===== src/rtl/fp_normalize_pipe.sv =====
// Two-stage mantissa normaliser: left-normalise by leading-zero count or right-shift for alignment.
// Define NORM_STICKY_EN to build the discarded-bit sticky reduction; otherwise o_sticky is tied to 0.
module fp_normalize_pipe #(
  parameter int unsigned WIDTH = 48,
  parameter int unsigned EXP_W = 10,
  parameter int unsigned CNT_W = $clog2(WIDTH + 1)
) (
  input  logic             i_clk,
  input  logic             i_rst_n,
  input  logic             i_valid,
  output logic             o_ready,
  input  logic [WIDTH-1:0] i_data,
  input  logic [EXP_W-1:0] i_exp,
  input  logic             i_left,
  input  logic [CNT_W-1:0] i_amt,
  output logic             o_valid,
  input  logic             i_ready,
  output logic [WIDTH-1:0] o_data,
  output logic [EXP_W-1:0] o_exp,
  output logic [CNT_W-1:0] o_count,
  output logic             o_zero,
  output logic             o_sticky,
  output logic             o_exp_ovf
);

  localparam int unsigned XW = EXP_W + 1;

  logic             va_q, vb_q;
  logic             adv_a, adv_b;
  logic [WIDTH-1:0] data_a_q;
  logic [EXP_W-1:0] exp_a_q;
  logic             left_a_q;
  logic [CNT_W-1:0] cnt_a_q;
  logic [CNT_W-1:0] cnt_a_d;

  logic [WIDTH-1:0] data_b_d, data_b_q;
  logic [EXP_W-1:0] exp_b_q;
  logic [CNT_W-1:0] cnt_b_q;
  logic             zero_b_d, zero_b_q;
  logic             sticky_b_d, sticky_b_q;
  logic             ovf_b_d, ovf_b_q;
  logic [XW-1:0]    exp_ext, cnt_ext, exp_x;

  assign adv_b   = !vb_q || i_ready;
  assign adv_a   = !va_q || adv_b;
  assign o_ready = adv_a;
  assign o_valid = vb_q;

  // Leading-zero count, WIDTH for an all-zero operand.
  function automatic logic [CNT_W-1:0] lzc(input logic [WIDTH-1:0] d);
    logic [CNT_W-1:0] n;
    logic             found;
    n     = CNT_W'(WIDTH);
    found = 1'b0;
    for (int i = int'(WIDTH) - 1; i >= 0; i--) begin
      if (!found && d[i]) begin
        n     = CNT_W'(int'(WIDTH) - 1 - i);
        found = 1'b1;
      end
    end
    return n;
  endfunction

  assign cnt_a_d = i_left ? lzc(i_data) : i_amt;

  // Stage A: capture operands and the shift count.
  always_ff @(posedge i_clk or negedge i_rst_n) begin
    if (!i_rst_n) begin
      va_q     <= 1'b0;
      data_a_q <= '0;
      exp_a_q  <= '0;
      left_a_q <= 1'b0;
      cnt_a_q  <= '0;
    end else if (adv_a) begin
      va_q <= i_valid;
      if (i_valid) begin
        data_a_q <= i_data;
        exp_a_q  <= i_exp;
        left_a_q <= i_left;
        cnt_a_q  <= cnt_a_d;
      end
    end
  end

  assign exp_ext = {exp_a_q[EXP_W-1], exp_a_q};
  assign cnt_ext = XW'(cnt_a_q);

  // Shift and exponent adjustment; exponent math carries one guard bit for range detection.
  always_comb begin
    data_b_d   = '0;
    exp_x      = exp_ext;
    sticky_b_d = 1'b0;
    zero_b_d   = ~|data_a_q;
    if (left_a_q) begin
      data_b_d = data_a_q << cnt_a_q;
      if (!zero_b_d) begin
        exp_x = exp_ext - cnt_ext;
      end
    end else begin
      data_b_d = data_a_q >> cnt_a_q;
      exp_x    = exp_ext + cnt_ext;
`ifdef NORM_STICKY_EN
      sticky_b_d = |(data_a_q & ~({WIDTH{1'b1}} << cnt_a_q));
`endif
    end
    ovf_b_d = exp_x[XW-1] ^ exp_x[XW-2];
  end

  // Stage B: output register, held while the consumer stalls.
  always_ff @(posedge i_clk or negedge i_rst_n) begin
    if (!i_rst_n) begin
      vb_q       <= 1'b0;
      data_b_q   <= '0;
      exp_b_q    <= '0;
      cnt_b_q    <= '0;
      zero_b_q   <= 1'b0;
      sticky_b_q <= 1'b0;
      ovf_b_q    <= 1'b0;
    end else if (adv_b) begin
      vb_q <= va_q;
      if (va_q) begin
        data_b_q   <= data_b_d;
        exp_b_q    <= exp_x[EXP_W-1:0];
        cnt_b_q    <= cnt_a_q;
        zero_b_q   <= zero_b_d;
        sticky_b_q <= sticky_b_d;
        ovf_b_q    <= ovf_b_d;
      end
    end
  end

  assign o_data    = data_b_q;
  assign o_exp     = exp_b_q;
  assign o_count   = cnt_b_q;
  assign o_zero    = zero_b_q;
  assign o_sticky  = sticky_b_q;
  assign o_exp_ovf = ovf_b_q;

endmodule

===== config.mk =====
export PLATFORM = sky130hd
export DESIGN_NAME = fp_normalize_pipe
export DESIGN_NICKNAME = d
export VERILOG_FILES = /design/src/rtl/fp_normalize_pipe.sv
export SDC_FILE = /design/constraint.sdc
export NUM_CORES = 1
export LEC_CHECK = 0
export ABC_AREA = 0
export BUFFER_PORTS_ARGS = -buffer_cell sky130_fd_sc_hd__buf_2
export CAP_MARGIN = 20
export CORE_AREA = 2 2 147 149
export DETAILED_ROUTE_END_ITERATION = 8
export DIE_AREA = 0 0 149 151
export PLACE_DENSITY = 0.81
export SETUP_SLACK_MARGIN = 0.02
export SYNTH_ARGS = -nofsm -noshare
export SYNTH_HDL_FRONTEND = slang
export SYNTH_SLANG_ARGS = --single-unit

===== constraint.sdc =====
create_clock -name i_clk -period 8.9 [get_ports i_clk]
set_input_delay 0.445 -clock i_clk [delete_from_list [all_inputs] [get_ports i_clk]]
set_output_delay 0.445 -clock i_clk [all_outputs]
set_load 0.01 [all_outputs]

==> key figures <==
Clocking
  – Worst-skew pair later-pin latency: 0.43 ns
  – Max H-tree Level: 4
  – Post-CTS setup buffer count: 0
  – Clock root buffer: clkbuf_16
  – TritonCTS Buffers: 17
  – Maximum clock path buffer count: 2
  – TritonCTS clock tree: done
  – Post-cts sizing count: 0
  – CTS Sinks: 133
  – Worst-path clk slew: 0.06 ns
  – Hold Buf Count CTS: 0

Place
  – Placed insts: 1621
  – Dpl hpwl: 32610 um
  – Placer Congestion: 1.114
  – IO Port Bufs: roughly 140

Setup path
  – Most used cell, CP: mux2i_1
  – CP Capture Type: flip-flop
  – CP cell instances: buf_4 -> mux4_1 -> mux2i_1 -> mux2i_1 -> a2111oi_0 -> a21oi_1
  – Critical path's largest stage delay: 0.79 ns
  – Maximum fanout along the worst path: 41
  – Buf/Inv on CP: 1
  – CP max stage cell: dfrtp_4
  – Crit-path leading delay family: multiplexers
  – Worst path required time: ~9.2 ns
  – Critical setup path kind: flip-flop to flip-flop
  – WP data arrival: 3.91 ns
  – Critical path launch point type: flip-flop

Floorplan
  – Row cnt: 53
  – Area of the core region: 20820 um^2
  – Initial Util: 0.5963
  – Die extent in y: 151 um
  – Total Die Area: 22500 um^2
  – Die width: 149 um
  – I/O pins: 138

Cells and area
  – Nets: 1448
  – Layout area overhead: 9.100%
  – Fillers: 1685
  – Layout Cells excl Fill: between 1500 and 2000
  – Layout cell share with drive strength beyond 1: 0.2760

Timing
  – Final setup fails: 0
  – RSZ-0062 raised after global routing: no
  – Worst-Margin Slew: 1.002 ns
  – Minimum clock period: 3.633 ns
  – Max Clock Skew: 0.008220 ns
  – Final hold slack: -0.02018 ns
  – Hold Violations, Final: 8
  – Rel. slew slack: 0.3267
  – Fmax: approximately 280 MHz
  – Setup TNS: 0 ns
  – Max Slew Vio Count: 0
  – Period utilisation layout: 0.4082

Power
  – Power Density: 244.0 nW/um^2
  – LEAKAGE: 5.580 nW
  – Pwr Total: 3.305 mW
  – Max VDD drop: between 0.1 and 0.15 mV

Yosys
  – Post-Synthesis Cells: 1319
  – Async SR Flop Fraction: 1.000
  – Area contributors post-synth: dfrtp_1, mux4_2, mux2_2
  – Syn_nets: roughly 1400
  – Syn_area_per_cell: 9.413 um^2
  – Synth Warn #: 0
  – Post-synth EDFFs: 0
  – Post-synthesis register bit count: about 130
  – Synth area leader: dfrtp_1
  – Most used DFF post-synth: dfrtp_1
  – Yosys top cell area share: 0.2681
  – Synthesized cell area: between 10000 and 15000 um^2
  – Distinct cells, synth: 81
  – Seq/Total Area, Yosys: 0.2681
  – Most frequent cell after synthesis: nand2_1
  – Leading cell types by count after synthesis: nand2_1, dfrtp_1, nor2_1

Routing
  – Vias per inst: 7.206
  – ANT nets after route: 0
  – DRT iter0 DRCs: ~2000
  – Met1 WL: 17480 um
  – Met2 wire length: 19130 um
  – Top sig layer: met4
  – Final wirelength: 44650 um
  – WL/cell: about 27 um
  – DR vias: 11912
  – First drt pass iteration count: 8
  – Met3 routed wirelength: about 5400 um
  – # DRC: 0

Global routing
  – Total grt overflow: 0
  – Global-route wire length before repair: 67260 um
  – Number of global-route vias before repair: 10948
  – Maximum number of pins on one net before global-route repair: 82
  – Gr usage total: 0.3974
  – Antenna violations before repair: 0

Job
  – Max-cap violations: 0

Status
  – Failing checks: hold timing
  – Status: finished with violations

Hold path
  – Hold WC Path Type: input pin to asynchronous set/reset pin
## worst paths after layout
check | from | endpoint | slack, ns | cells past startpoint
setup / recovery | cnt_a_q[1]$_DFFE_PN0P_ | o_data[1]$_DFFE_PN0P_ | 5.27 | 6
hold / removal | i_rst_n | o_count[3]$_DFFE_PN0P_ | -0.02 | 1
setup reg to reg | cnt_a_q[1]$_DFFE_PN0P_ | o_data[1]$_DFFE_PN0P_ | 5.27 | 6
hold reg to reg | o_exp[9]$_DFFE_PN0P_ | o_exp[9]$_DFFE_PN0P_ | 0.47 | 2
max in group asynchronous | i_rst_n | cnt_a_q[2]$_DFFE_PN0P_ | 7.51 | 2
min in group i_clk | i_valid | va_q$_DFFE_PN0N_ | 0.24 | 2
## cell type report
class | count | area [um^2] | share of cell area
diodes | 1 | 2.502 | 0.0001847
clock inverters | 14 | 151.4 | 0.01118
repair buffers | 152 | 807.0 | 0.05958
flip-flops and latches | 133 | 3341 | 0.2466
well taps | 275 | 344.1 | 0.02540
clock buffers | 17 | 425.4 | 0.03141
multi-input cells | 1038 | 8388 | 0.6192
inverters | 23 | 86.33 | 0.006374
## state kept, by name (all words and copies together) (netlist names), 6 cells and up
signal and flops:
cnt_a_q 6, data_a_q 48, exp_a_q 10, o_count 6, o_data 48, o_exp 10
## routing by layer
layer,GRT usage,vias up
met4,0.2238,0
met3,0.1024,187
met1,0.5383,5670
met5,0,-
li1,-,5154
met2,0.5820,901
## cell families (layout without fill, tap and decap cells)
kind of cell | Yosys count | count (layout) | synth area share
compound gates | 357 | 357 | 0.1907
xor+xnor | 6 | 6 | 0.004233
fa+ha+maj | 14 | 14 | 0.01532
buf+inv | 148 | 206 | 0.05674
flops | 133 | 133 | 0.2681
mux | 278 | 278 | 0.3221
other cells | 1 | 2 | 0.0003020
simple gates | 382 | 382 | 0.1426
## layout by cell type, fill, tap and decap left out, types with 18 or more instances in the layout
cell type / netlist / routed
a211oi_1: 21 / 21
a21oi_1: 77 / 77
buf_2: 29 / 135
dfrtp_1: 133 / 129
inv_1: 22 / 22
mux2_2: 108 / 108
mux2i_1: 86 / 86
mux4_1: 18 / 18
mux4_2: 60 / 60
nand2_1: 134 / 132
nand2b_1: 18 / 18
nor2_1: 114 / 114
nor3_1: 21 / 21
nor4_1: 22 / 22
o21ai_0: 92 / 92
## report_power, final
group          leakage (nW)  total (mW)  internal (mW)  switching, mW
Clock                 0.280       0.715          0.414          0.301
Combinational          3.70        1.63          0.677          0.951
Sequential             1.60       0.962          0.745          0.216
## per-stage QoR
step / instance area [um^2] / util / worst slack, ns
2_1_floorplan: 12420 / - / 5.895
3_3_place_gp: 12970 / 0.6227 / 5.317
3_5_place_dp: 12970 / 0.6227 / 5.347
4_1_cts: 13540 / 0.6504 / 5.340
5_1_grt: 13540 / 0.6504 / 5.056
6_report: 13550 / 0.6505 / 5.267
Power figures use the tool's default switching activity.
